==> src/rtl/vend_pkg.sv <==
// Shared state encoding for the vending controller.
package vend_pkg;

  localparam int STATE_W = 3;

  typedef enum logic [STATE_W-1:0] {
    IDLE     = 3'd0,
    ACCEPT   = 3'd1,
    CHECK    = 3'd2,
    DISPENSE = 3'd3,
    CHANGE   = 3'd4
  } state_e;

endpackage

==> src/rtl/vend_ctrl_fsm_if.sv <==
// Coin-acceptor / dispenser / hopper signal bundle around the vending FSM.
interface vend_ctrl_fsm_if #(
  parameter int CREDIT_W = 8
);
  logic                coin;
  logic [CREDIT_W-1:0] coin_val;
  logic                check;
  logic                cancel;
  logic                dispense_ack;
  logic                change_ack;
  logic [2:0]          state;
  logic [CREDIT_W-1:0] credit;
  logic                dispense;
  logic                change_valid;
  logic [CREDIT_W-1:0] change_amt;
  logic                coin_reject;
  logic                insufficient;

  modport master (
    output coin, coin_val, check, cancel, dispense_ack, change_ack,
    input  state, credit, dispense, change_valid, change_amt, coin_reject, insufficient
  );

  modport slave (
    input  coin, coin_val, check, cancel, dispense_ack, change_ack,
    output state, credit, dispense, change_valid, change_amt, coin_reject, insufficient
  );
endinterface

==> src/rtl/vend_credit_acc.sv <==
// Credit register: overflow-checked add, price subtract and clear.
module vend_credit_acc #(
  parameter int CREDIT_W   = 8,
  parameter int PRICE      = 25,
  parameter int MAX_CREDIT = 100
) (
  input  logic                clk_i,
  input  logic                rst_i,
  input  logic                add_en_i,
  input  logic [CREDIT_W-1:0] add_val_i,
  input  logic                sub_en_i,
  input  logic                clr_i,
  output logic [CREDIT_W-1:0] credit_o,
  output logic                ovf_o
);

  localparam logic [CREDIT_W:0]   MAX_C   = (CREDIT_W+1)'(MAX_CREDIT);
  localparam logic [CREDIT_W-1:0] PRICE_C = CREDIT_W'(PRICE);

  logic [CREDIT_W-1:0] credit_q;
  logic [CREDIT_W:0]   sum;

  // One extra bit so a large coin cannot wrap below the ceiling.
  assign sum   = {1'b0, credit_q} + {1'b0, add_val_i};
  assign ovf_o = sum > MAX_C;

  always_ff @(posedge clk_i) begin
    if (rst_i || clr_i) begin
      credit_q <= '0;
    end else if (sub_en_i) begin
      credit_q <= credit_q - PRICE_C;
    end else if (add_en_i && !ovf_o) begin
      credit_q <= sum[CREDIT_W-1:0];
    end
  end

  assign credit_o = credit_q;

endmodule

==> src/rtl/vend_ctrl_fsm.sv <==
// Vending controller: credit accumulation, price check, dispense and change handshakes.
module vend_ctrl_fsm #(
  parameter int CREDIT_W   = 8,
  parameter int PRICE      = 25,
  parameter int MAX_CREDIT = 100
) (
  input logic            clk_i,
  input logic            rst_i,
  vend_ctrl_fsm_if.slave bus
);
  import vend_pkg::*;

  // state    | meaning
  // IDLE     | no credit, waiting for first coin
  // ACCEPT   | holding credit, taking coins / check / cancel
  // CHECK    | one-cycle price comparison
  // DISPENSE | dispense high until dispense_ack
  // CHANGE   | change_valid high until change_ack

  localparam logic [CREDIT_W-1:0] PRICE_C = CREDIT_W'(PRICE);

  state_e              state_q;
  logic                dispense_q, change_valid_q, coin_reject_q, insufficient_q;
  logic [CREDIT_W-1:0] change_amt_q;
  logic [CREDIT_W-1:0] credit;
  logic                coin_nz, can_pay, ovf;
  logic                add_en, sub_en, clr;

  assign coin_nz = bus.coin && (bus.coin_val != '0);
  assign can_pay = credit >= PRICE_C;

  always_comb begin
    add_en = 1'b0;
    sub_en = 1'b0;
    clr    = 1'b0;
    case (state_q)
      IDLE:     add_en = coin_nz;
      ACCEPT:   add_en = coin_nz && !bus.cancel && !bus.check;
      CHECK:    sub_en = can_pay;
      DISPENSE: clr    = 1'b0;
      CHANGE:   clr    = bus.change_ack;
      default:  clr    = 1'b1;
    endcase
  end

  vend_credit_acc #(
    .CREDIT_W   (CREDIT_W),
    .PRICE      (PRICE),
    .MAX_CREDIT (MAX_CREDIT)
  ) u_acc (
    .clk_i     (clk_i),
    .rst_i     (rst_i),
    .add_en_i  (add_en),
    .add_val_i (bus.coin_val),
    .sub_en_i  (sub_en),
    .clr_i     (clr),
    .credit_o  (credit),
    .ovf_o     (ovf)
  );

  always_ff @(posedge clk_i) begin
    if (rst_i) begin
      state_q        <= IDLE;
      dispense_q     <= 1'b0;
      change_valid_q <= 1'b0;
      change_amt_q   <= '0;
      coin_reject_q  <= 1'b0;
      insufficient_q <= 1'b0;
    end else begin
      coin_reject_q  <= 1'b0;
      insufficient_q <= 1'b0;
      case (state_q)
        IDLE: begin
          if (coin_nz) begin
            if (ovf) coin_reject_q <= 1'b1;
            else     state_q       <= ACCEPT;
          end
        end
        ACCEPT: begin
          if (bus.cancel) begin
            state_q        <= CHANGE;
            change_valid_q <= 1'b1;
            change_amt_q   <= credit;
          end else if (bus.check) begin
            state_q <= CHECK;
          end else if (coin_nz && ovf) begin
            coin_reject_q <= 1'b1;
          end
        end
        CHECK: begin
          coin_reject_q <= coin_nz;
          if (can_pay) begin
            state_q    <= DISPENSE;
            dispense_q <= 1'b1;
          end else begin
            state_q        <= ACCEPT;
            insufficient_q <= 1'b1;
          end
        end
        DISPENSE: begin
          coin_reject_q <= coin_nz;
          if (bus.dispense_ack) begin
            dispense_q <= 1'b0;
            // credit already has PRICE removed; any remainder is change
            if (credit != '0) begin
              state_q        <= CHANGE;
              change_valid_q <= 1'b1;
              change_amt_q   <= credit;
            end else begin
              state_q <= IDLE;
            end
          end
        end
        CHANGE: begin
          coin_reject_q <= coin_nz;
          if (bus.change_ack) begin
            state_q        <= IDLE;
            change_valid_q <= 1'b0;
            change_amt_q   <= '0;
          end
        end
        default: begin
          state_q        <= IDLE;
          dispense_q     <= 1'b0;
          change_valid_q <= 1'b0;
          change_amt_q   <= '0;
        end
      endcase
    end
  end

  assign bus.state        = state_q;
  assign bus.credit       = credit;
  assign bus.dispense     = dispense_q;
  assign bus.change_valid = change_valid_q;
  assign bus.change_amt   = change_amt_q;
  assign bus.coin_reject  = coin_reject_q;
  assign bus.insufficient = insufficient_q;

endmodule
==> src/flat_wrapper.sv <==
// flat-port wrapper written by rule: the top's interface ports become plain ports
module vend_ctrl_fsm_flat import vend_pkg::*;
#(
  parameter int CREDIT_W   = 8,
  parameter int PRICE      = 25,
  parameter int MAX_CREDIT = 100
)
  (clk_i, rst_i, bus_coin, bus_coin_val, bus_check, bus_cancel, bus_dispense_ack, bus_change_ack, bus_state, bus_credit, bus_dispense, bus_change_valid, bus_change_amt, bus_coin_reject, bus_insufficient);
  vend_ctrl_fsm_if #(.CREDIT_W(CREDIT_W)) bus_i ();
  input logic clk_i;
  input logic rst_i;
  input wire logic [$bits(bus_i.coin)-1:0] bus_coin;
  input wire logic [$bits(bus_i.coin_val)-1:0] bus_coin_val;
  input wire logic [$bits(bus_i.check)-1:0] bus_check;
  input wire logic [$bits(bus_i.cancel)-1:0] bus_cancel;
  input wire logic [$bits(bus_i.dispense_ack)-1:0] bus_dispense_ack;
  input wire logic [$bits(bus_i.change_ack)-1:0] bus_change_ack;
  output wire logic [$bits(bus_i.state)-1:0] bus_state;
  output wire logic [$bits(bus_i.credit)-1:0] bus_credit;
  output wire logic [$bits(bus_i.dispense)-1:0] bus_dispense;
  output wire logic [$bits(bus_i.change_valid)-1:0] bus_change_valid;
  output wire logic [$bits(bus_i.change_amt)-1:0] bus_change_amt;
  output wire logic [$bits(bus_i.coin_reject)-1:0] bus_coin_reject;
  output wire logic [$bits(bus_i.insufficient)-1:0] bus_insufficient;
  assign bus_i.coin = bus_coin;
  assign bus_i.coin_val = bus_coin_val;
  assign bus_i.check = bus_check;
  assign bus_i.cancel = bus_cancel;
  assign bus_i.dispense_ack = bus_dispense_ack;
  assign bus_i.change_ack = bus_change_ack;
  assign bus_state = bus_i.state;
  assign bus_credit = bus_i.credit;
  assign bus_dispense = bus_i.dispense;
  assign bus_change_valid = bus_i.change_valid;
  assign bus_change_amt = bus_i.change_amt;
  assign bus_coin_reject = bus_i.coin_reject;
  assign bus_insufficient = bus_i.insufficient;
  vend_ctrl_fsm #(.CREDIT_W(CREDIT_W), .PRICE(PRICE), .MAX_CREDIT(MAX_CREDIT)) u_core (.clk_i(clk_i), .rst_i(rst_i), .bus(bus_i));
endmodule
==> config.mk <==
export PLATFORM = sky130hd
export DESIGN_NAME = vend_ctrl_fsm_flat
export DESIGN_NICKNAME = d
export VERILOG_FILES = /design/src/rtl/vend_pkg.sv /design/src/rtl/vend_ctrl_fsm_if.sv /design/src/rtl/vend_credit_acc.sv /design/src/rtl/vend_ctrl_fsm.sv /design/src/flat_wrapper.sv
export SDC_FILE = /design/constraint.sdc
export NUM_CORES = 1
export LEC_CHECK = 0
export ABC_AREA = 0
export CELL_PAD_IN_SITES_DETAIL_PLACEMENT = 0
export CELL_PAD_IN_SITES_GLOBAL_PLACEMENT = 1
export CORE_MARGIN = 3
export CORE_UTILIZATION = 32
export DETAILED_ROUTE_END_ITERATION = 8
export GPL_ROUTABILITY_DRIVEN = 1
export PLACE_DENSITY = 0.79
export SETUP_SLACK_MARGIN = 0.2
export SYNTH_ARGS = -nofsm -noshare
export SYNTH_HDL_FRONTEND = slang
export SYNTH_SLANG_ARGS = --single-unit
==> constraint.sdc <==
create_clock -name clk_i -period 2.47 [get_ports clk_i]
set_clock_uncertainty 0.05 [all_clocks]
set_input_delay 0.494 -clock clk_i [delete_from_list [all_inputs] [get_ports clk_i]]
set_output_delay 0.494 -clock clk_i [all_outputs]
set_load 0.05 [all_outputs]
Yosys cells after proc, flatten, opt, wreduce, memory -nomap -nowiden
Index checks and enable logic that the tools add are counted.
Operators by class
  $add $sub $neg: 2
  magnitude comparators: 2
  eq/ne operators: 12
  mux-type cells: 34
  bitwise logic cells: 3
  reduce and logical (&&, ||, !) cells: 21
Operator list (count)
  $mux 8: 6
  $pmux 8 s4: 1
  $mux 3: 7
  $reduce_bool 8->1: 2
  $pmux 3 s5: 1
  $mux 1: 13
  $reduce_and 5->1: 2
  $add 8x8->9: 1
  $gt 9x7->1 const B: 1
  $ge 8x5->1 const B: 1
  $ne 2x2->1 const B: 4
  $sub 8x5->8 const B: 1
  $eq 3x2->1 const B: 2
  $ne 2x1->1 const B: 3
  $pmux 1 s3: 2
  $reduce_or 3->1: 2
  $logic_and 1x1->1: 5
  $pmux 1 s2: 2
  $pmux 1 s4: 1
  $reduce_or 2->1: 2
  $reduce_or 4->1: 1
  $eq 3x1->1 const B: 1
  $eq 3x3->1 const B: 1
  $logic_not 1->1: 3
  other kinds (7): 9
Word-level totals
  bits in registers: 23
  input port bits: 15
  word-level logic and storage cells: 81

Logic depth before layout (Yosys ltp)
Gate-level depths: netlist (run 1).
  depth in word-level cells: 8
  mapped depth: 10
  gate-level depth less buffers: 10

Hierarchy
A second synthesis (run 1) with hierarchy kept.
Unflattened totals
  cells, all modules: 197
  area total of the unflattened synthesis: 1734.2 sq um
Modules (own cells, without submodules)
  vend_credit_acc: times used 1, cells an instance 106, area each 918.4 sq um, sequential area each 160.2 sq um
  vend_ctrl_fsm: times used 1, cells an instance 91, area each 815.8 sq um, sequential area each 300.3 sq um

Worst setup path before layout (run 1)
OpenSTA, ideal clock, no wires.
  path type: register to register
  start: reg u_core.u_acc.credit_q[0] (netlist: u_core.u_acc.credit_o[0])
  end: reg u_core.u_acc.credit_q[0] (netlist: u_core.u_acc.credit_o[0])
  library setup time: 0.116 ns
  data arrival time: 2.862 ns
  data required time: 2.304 ns
  setup slack: -0.558 ns
  stages on the path, launching flop included: 11
  period minus slack after synthesis: 3.028 ns
  cells stage by stage: dfxtp_1 ha_1 inv_1 fa_1 nand2b_1 a21oi_1 nor4_1 nor3_1 a211oi_1 a311o_1 o211a_1
Between the ends
  word-level cells in the longest chain between the ends: 5
  elaborated cells on any way between the ends: 10
  those cells by class: add/sub: 2; order compare: 2; mux: 3; reduce/logical: 3
Ends and longest elaborated chain
  from (decl): RTL line vend_credit_acc.sv:20  | logic [CREDIT_W-1:0] credit_q;
  from (signal assigned): RTL line vend_credit_acc.sv:31  | credit_q <= credit_q - PRICE_C;
  from (signal assigned): RTL line vend_credit_acc.sv:33  | credit_q <= sum[CREDIT_W-1:0];
  $add 8x8->9: RTL line vend_credit_acc.sv:24  | assign sum = {1'b0, credit_q} + {1'b0, add_val_i};
  $gt 9x7->1: RTL line vend_credit_acc.sv:25  | assign ovf_o = sum > MAX_C;
  $logic_not 1->1: RTL line vend_credit_acc.sv:32  | end else if (add_en_i && !ovf_o) begin
  $logic_and 1x1->1: RTL line vend_credit_acc.sv:32
  $reduce_bool 2->1 (no source line)
Parallel ways exist; a longest one is shown, timed or not. The select of a mux whose other input is x is not followed.
A chain may end at the register's enable or synchronous reset.

Worst setup path after layout (run 1)
  start: in bus_coin_val[1]
  end: reg u_core.u_acc.credit_q[1] (netlist: u_core.u_acc.credit_o[1])
Between the ends
  word-level cells in the longest chain between the ends: 7
  elaborated cells on any way between the ends: 12
  those cells by class: add/sub: 1; order compare: 1; mux: 3; reduce/logical: 7
Ends and longest elaborated chain
  from (decl): RTL line flat_wrapper.sv:13  | input wire logic [$bits(bus_i.coin_val)-1:0] bus_coin_val;
  parallel branches: the longest is 7 deep, another holds $add 8x8->9
Parallel ways; which one is timed is not known. The select of a mux whose other input is x is not followed.

==> impl_metrics.tcl, run 1 <==
set metrics [dict create \
    syn_avg_cell_area_um2 7.696 \
    ant_nets 0 \
    antenna_found_initial 0 \
    syn-num-nets 238 \
    use_met3 0.03248 \
    drc 0 \
    fillCellCount 493 \
    ir_worst_vdd_mv 0.5254 \
    synth_top_cell_by_area "dfxtp_1" \
    timing.slew.headroom 0.6621 \
    dpl_cell_area_mm2 0.002466 \
    grt_pass1_vias 1822 \
    tightest_slew_ns 0.5060 \
    power.share.clock 0.092 \
    synthSimpleGateAreaFrac 0.2853 \
    grt_max_degree 18 \
    yosys_warnings 0 \
    r2r-end "u_core.u_acc.credit_o[1]" \
    synth-edff-count 0 \
    design_area_mm2 0.002751 \
    powerDensity_mw_per_mm2 943.2 \
    synth_top_family_by_area "simple AND/OR/NAND/NOR gates" \
    fin_ws_ns -0.03908 \
    synth_fa_ha_area_frac 0.08896 \
    setup_viol 3 \
    start_kind "input port" \
    final_common_cell "buf_4" \
    critPathMaxFanout 5 \
    reg2reg_setup_slack_ns -0.03 \
    endpoint "u_core.u_acc.credit_o[1]" \
    mostFrequentLayoutCells "buf_4 (54), clkdlybuf4s50_1 (28), a21oi_1 (20)" \
    path_class "input port to register" \
    synth-compound-area-share 0.2799 \
    post-route-period-util 1.016 \
    std_cell_rows 25 \
    rsz0062_at_grt "yes" \
    hold_viol_final 0 \
    synth-main-ff-cell "dfxtp_1" \
    hp-class "register to register" \
    netlist_area_mm2 0.001632 \
    clock-sinks 23 \
    final_max_slew_viol_count 0 \
    fp.dieArea_mm2 0.005992 \
    htreeDepth 1 \
    p_sw_frac 0.4648 \
    totalPowerFinal_mw 2.595 \
    hold_depth 2 \
    combPwrFrac 0.705 \
    clock-root-buffer "clkbuf_8" \
    dpl.hpwl_um 3875 \
    clk_pin_slew_ns 0.08 \
    overflow 0 \
    cp_data_required_time_ns 2.62 \
    grt_pass1_wl_um 8769 \
    die_x_um 77.41 \
    synth_mux_area_frac 0.006135 \
    ys_seq_elements 23 \
    clk_path_buf_depth 2 \
    via_count 1918 \
    io_buffers 37 \
    core-area_mm2 0.004817 \
    max-cap-violations 0 \
    crit_start "bus_coin_val[1]" \
    async_flop_share 0 \
    io_pins 38 \
    routed_wl_um 5404 \
    post_drt_via_cell_ratio 5.298 \
    drtIter0Drc 112 \
    fmax_mhz 398.6 \
    worstPathArrival_ns 2.66 \
    synthCells 212 \
    min_period_ns 2.509 \
    p_switching_mw 1.206 \
    holdBufCountCts 0 \
    netlist.area_leader.share 0.2822 \
    seqPwrFrac 0.204 \
    start_util 0.3387 \
    die_h_um 77.41 \
    antenna_cells 0 \
    synth-xor-area-share 0.01610 \
    met2_usage 0.2997 \
    met1_usage 0.2446 \
    cts_tree "done" \
    cts_buffers 3 \
    reg2reg_depth 10 \
    firstDrtPassIters 4 \
    gp_congestion 0.8707 \
    power.leakage_nw 1.090 \
    drive_gt1_frac 0.3932 \
    grt.busiest_layer "met2" \
    r2r_start "u_core.u_acc.credit_o[0]" \
    failed_checks "setup timing" \
    clk_latency_ns 0.27 \
    nets 322 \
    synth_cell_types 49 \
    wl_per_cell_um 14.93 \
    syn_to_final_growth_pct 68.64 \
    internal_power_mw 1.389 \
    critPathCaptureType "register" \
    status "finished, violations left" \
    ys_seq_area_frac 0.2822 \
    grt_usage 0.1792 \
    synthTopCellsByArea "dfxtp_1 (28%), ha_1 (7.7%), a21oi_1 (7.4%), nand2_1 (4.1%), nand3_1 (4.0%)" \
]
## synthesized netlist by cell type (all sizes together), types with 2 or more instances
| cell type | n |
|---|---|
| o21ai | 9 |
| a211o | 2 |
| nor3b | 2 |
| nor2b | 3 |
| o21a | 3 |
| nand3b | 3 |
| clkbuf | 10 |
| nor4 | 3 |
| or4 | 2 |
| nand4 | 3 |
| inv | 6 |
| dfxtp | 23 |
| nand2b | 3 |
| o211ai | 3 |
| a31oi | 4 |
| xnor2 | 2 |
| o2bb2ai | 2 |
| a21oi | 24 |
| nor2 | 16 |
| nor4b | 2 |
| nand2 | 18 |
| nand3 | 14 |
| ha | 10 |
| or2 | 5 |
| buf | 2 |
| o22ai | 2 |
| o31ai | 3 |
| a2111oi | 3 |
| nor3 | 8 |
| a211oi | 5 |
| or3 | 2 |
| and2 | 3 |
## flip-flops by register name (all words and copies together) (netlist names)
signal / count
u_core.bus.change_amt: 8
u_core.bus.change_valid: 1
u_core.bus.coin_reject: 1
u_core.bus.dispense: 1
u_core.bus.insufficient: 1
u_core.bus.state: 3
u_core.u_acc.credit_o: 8
## power by group through the flow
| stage | Combinational (mW) | Clock (mW) | Sequential, mW |
|---|---|---|---|
| 3_5_place_dp | 1.52 | 0 | 0.529 |
| 3_3_place_gp | 1.51 | 0 | 0.530 |
| 2_1_floorplan | 0.722 | 0 | 0.745 |
| 4_1_cts | 1.69 | 0.247 | 0.525 |
| 6_report | 1.83 | 0.238 | 0.528 |
| 5_1_grt | 1.97 | 0.263 | 0.541 |
## worst min path at each step
stage,startpoint,end
floorplan,u_core.u_acc.credit_o[1],u_core.u_acc.credit_o[1]
global placement,u_core.bus.change_amt[3],u_core.bus.change_amt[3]
detailed placement,u_core.bus.change_amt[2],u_core.bus.change_amt[2]
CTS,u_core.bus.change_amt[2],u_core.bus.change_amt[2]
global route,u_core.bus.change_amt[6],u_core.bus.change_amt[6]
finish,u_core.bus.change_amt[2],u_core.bus.change_amt[2]
## per-layer routing
layer  part of all wire  vias to the layer above
li1                   -                      956
met1               0.46                      900
met2               0.48                       52
met3              0.046                       10
met4              0.018                        0
met5                  0                        -
## worst max-delay path, cell delays in order
cell and delay, ns:
clkdlybuf4s15_2 0.21, inv_1 0.06, fa_2 0.39, nand2b_4 0.18
a21oi_4 0.14, xnor2_2 0.17, a21oi_4 0.14, a211o_4 0.34
or4b_1 0.46, nand3_1 0.07
## timing repair
action | 4_1_cts | 5_1_grt
buffers inserted | 6 | 2
endpoints found under the setup margin | 14 | 21
pin swaps | 22 | 12
gates resized for setup | 46 | 19
## through the flow
| step | instances | TNS (ns) | hold slack, ns | setup slack (ns) | utilization |
|---|---|---|---|---|---|
| after floorplan | 212 | -0.05938 | 0.5247 | -0.05938 | - |
| after global routing | 362 | -0.4107 | 0.4215 | -0.1055 | 0.5712 |
| final | 362 | -0.08808 | 0.4039 | -0.03908 | 0.5712 |
| after global placement | 350 | -6.522 | 0.3941 | -0.6789 | 0.5119 |
| after detailed placement | 350 | -6.955 | 0.3959 | -0.7109 | 0.5119 |
| after CTS | 360 | -0.01879 | 0.4078 | -0.01237 | 0.5540 |
## layout make-up
type / count / area (µm²) / share of cell area
tap: 67 / 83.83 / 0.03047
multi-input combinational: 171 / 1361 / 0.4948
clock buffer: 4 / 45.04 / 0.01637
sequential: 23 / 476.7 / 0.1733
timing repair buffer: 91 / 762.0 / 0.2769
inverter: 6 / 22.52 / 0.008186
## cell families after synthesis
family                   after synthesis
AO/OA/AOI/OAI                         68
XOR/XNOR                               3
adder cells (fa/ha/maj)               11
buffers and inverters                 18
flip-flops                            23
multiplexers                           1
AND/OR/NAND/NOR                       88
No activity file was read; power rests on OpenSTA's default activity.
==> inputs of run 2 (changes only) <==
- CORE_ASPECT_RATIO: default -> 1.75
==> run 2 against run 1 <==
Net effect: wire length rose by 0.11%; die area rose by 0.56%; sequential power rose by 0.9%; final cell count fell by 3.0%; largest cell class unchanged; count of clock-buffer cells in the layout did not move; sequential share of layout area fell by 0.19 points; the run still ends with setup timing left; total power rose by 1.1%.
==> impl_metrics.tcl, run 2 (synthesis gave the netlist of run 1 again) <==
set metrics [dict create \
    io_buffers 37 \
    post-route-period-util 1.001 \
    post_drt_via_cell_ratio 5.481 \
    clock-sinks 23 \
    clk_latency_ns 0.26 \
    routed_wl_um 5410 \
    hp-class "register to register" \
    wl_met2_um 2978 \
    tightest_slew_ns 0.5715 \
    worst_path_max_delay_cell "or4b_1" \
    max-cap-violations 0 \
    ir_worst_vdd_mv 0.6524 \
    nets 326 \
    clock-root-buffer "clkbuf_8" \
    drc 0 \
    grt_pass1_wl_um 8535 \
    start_util 0.3406 \
    cts_buffers 3 \
    multi_input_area_mm2 0.001391 \
    fillCellCount 428 \
    hold_viol_final 0 \
    setup_viol 1 \
    std_cell_rows 33 \
    via_count 1924 \
    critPathMaxFanout 5 \
    crit_chain "ha_4, inv_2, fa_2, nand2b_4, a21oi_4, xnor2_2, a21oi_4, a211o_4, or4b_1, nand3_1" \
    seq_area_um2 476.7 \
    critPathCaptureType "register" \
    wl_per_cell_um 15.41 \
    die_x_um 59.98 \
    clk_pin_slew_ns 0.09 \
    cts_tree "done" \
    fin_ws_ns -0.001358 \
    final_common_cell "buf_4" \
    min_period_ns 2.471 \
    gp_congestion 0.8165 \
    start_kind "register" \
    drtIter0Drc 59 \
    core-area_mm2 0.004790 \
    fin_cells 351 \
    powerDensity_mw_per_mm2 942.5 \
    mostFrequentLayoutCells "buf_4 (58), clkdlybuf4s50_1 (29), a21oi_1 (20)" \
    dpl.hpwl_um 4085 \
    antenna_found_initial 0 \
    grt_pass1_vias 1868 \
    die_h_um 100.5 \
    overflow 0 \
    io_pins 38 \
    max_stage_delay_ns 0.47 \
    m1WireLength_um 2079 \
    grt_max_degree 19 \
    firstDrtPassIters 4 \
    dp_cells 335 \
    totalPowerFinal_mw 2.623 \
    final_max_slew_viol_count 0 \
    cp_top_family "simple AND/OR/NAND/NOR gates" \
    final_util 0.5810 \
    path_class "register to register" \
    fp.dieArea_mm2 0.006025 \
    drive_gt1_frac 0.3980 \
    htreeDepth 1 \
    clk_path_buf_depth 2 \
    wl_met3_um 143 \
    ant_nets 0 \
    antenna_cells 0 \
    timing.slew.headroom 0.6184 \
    cp_data_required_time_ns 2.62 \
    fmax_mhz 404.6 \
    worstPathArrival_ns 2.63 \
    cpMostUsedCell "a21oi_4" \
    status "finished, violations left" \
    grt_usage 0.1831 \
    failed_checks "setup timing" \
    syn_to_final_growth_pct 70.55 \
    tns_ns -0.001358 \
    rsz0062_at_grt "yes" \
    top_layer "met4" \
    power.leakage_nw 1.089 \
    crit_buf_inv 1 \
]
-- run 2: worst paths after layout --
check | start | end | slack [ns] | cells past startpoint
max | u_core.u_acc.credit_o[0] | u_core.u_acc.credit_o[1] | -0.001 | 10
min | u_core.bus.change_amt[7] | u_core.bus.change_amt[7] | 0.40 | 2
max reg2reg | u_core.u_acc.credit_o[0] | u_core.u_acc.credit_o[1] | -0.001 | 10
min reg2reg | u_core.bus.change_amt[7] | u_core.bus.change_amt[7] | 0.40 | 2
-- run 2: cell type report --
class	instances	share of cell area
well taps	52	0.02338
clock buffers	4	0.01619
flip-flops and latches	23	0.1713
multi-input cells	171	0.5000
inverters	6	0.008094
repair buffers	95	0.2810
-- run 2: timing repair --
item,CTS,global route
buffers inserted,7,5
gates resized for setup,43,24
setup endpoints to repair,17,20
hold buffers,0,0
pin swaps,24,13
-- run 2: metal layers --
layer	vias up	global-route usage
met5	-	0
met4	0	0.08362
li1	967	-
met3	12	0.02051
met1	899	0.2107
met2	46	0.3242
-- run 2: through the flow --
step	hold WS (ns)	instance area [µm²]	worst slack (ns)
CTS	0.4058	2636	-0.06632
floorplan	0.5247	1712	-0.05938
finish	0.4031	2783	-0.001358
global route	0.4189	2783	-0.08313
global placement	0.3893	2447	-0.6935
detailed placement	0.3940	2447	-0.7283
-- run 2: worst register-to-register path, cell delays in order (launching register included) --
cell,delay (ns)
dfxtp_4,0.36
ha_4,0.12
inv_2,0.03
fa_2,0.34
nand2b_4,0.17
a21oi_4,0.14
xnor2_2,0.16
a21oi_4,0.12
a211o_4,0.37
or4b_1,0.47
nand3_1,0.07
-- run 2: report_power, final --
part,total (mW),switching (mW),leakage (nW),internal (mW)
logic,1.85,0.996,0.875,0.854
registers,0.533,0.0861,0.191,0.447
clock network,0.239,0.124,0.0228,0.115
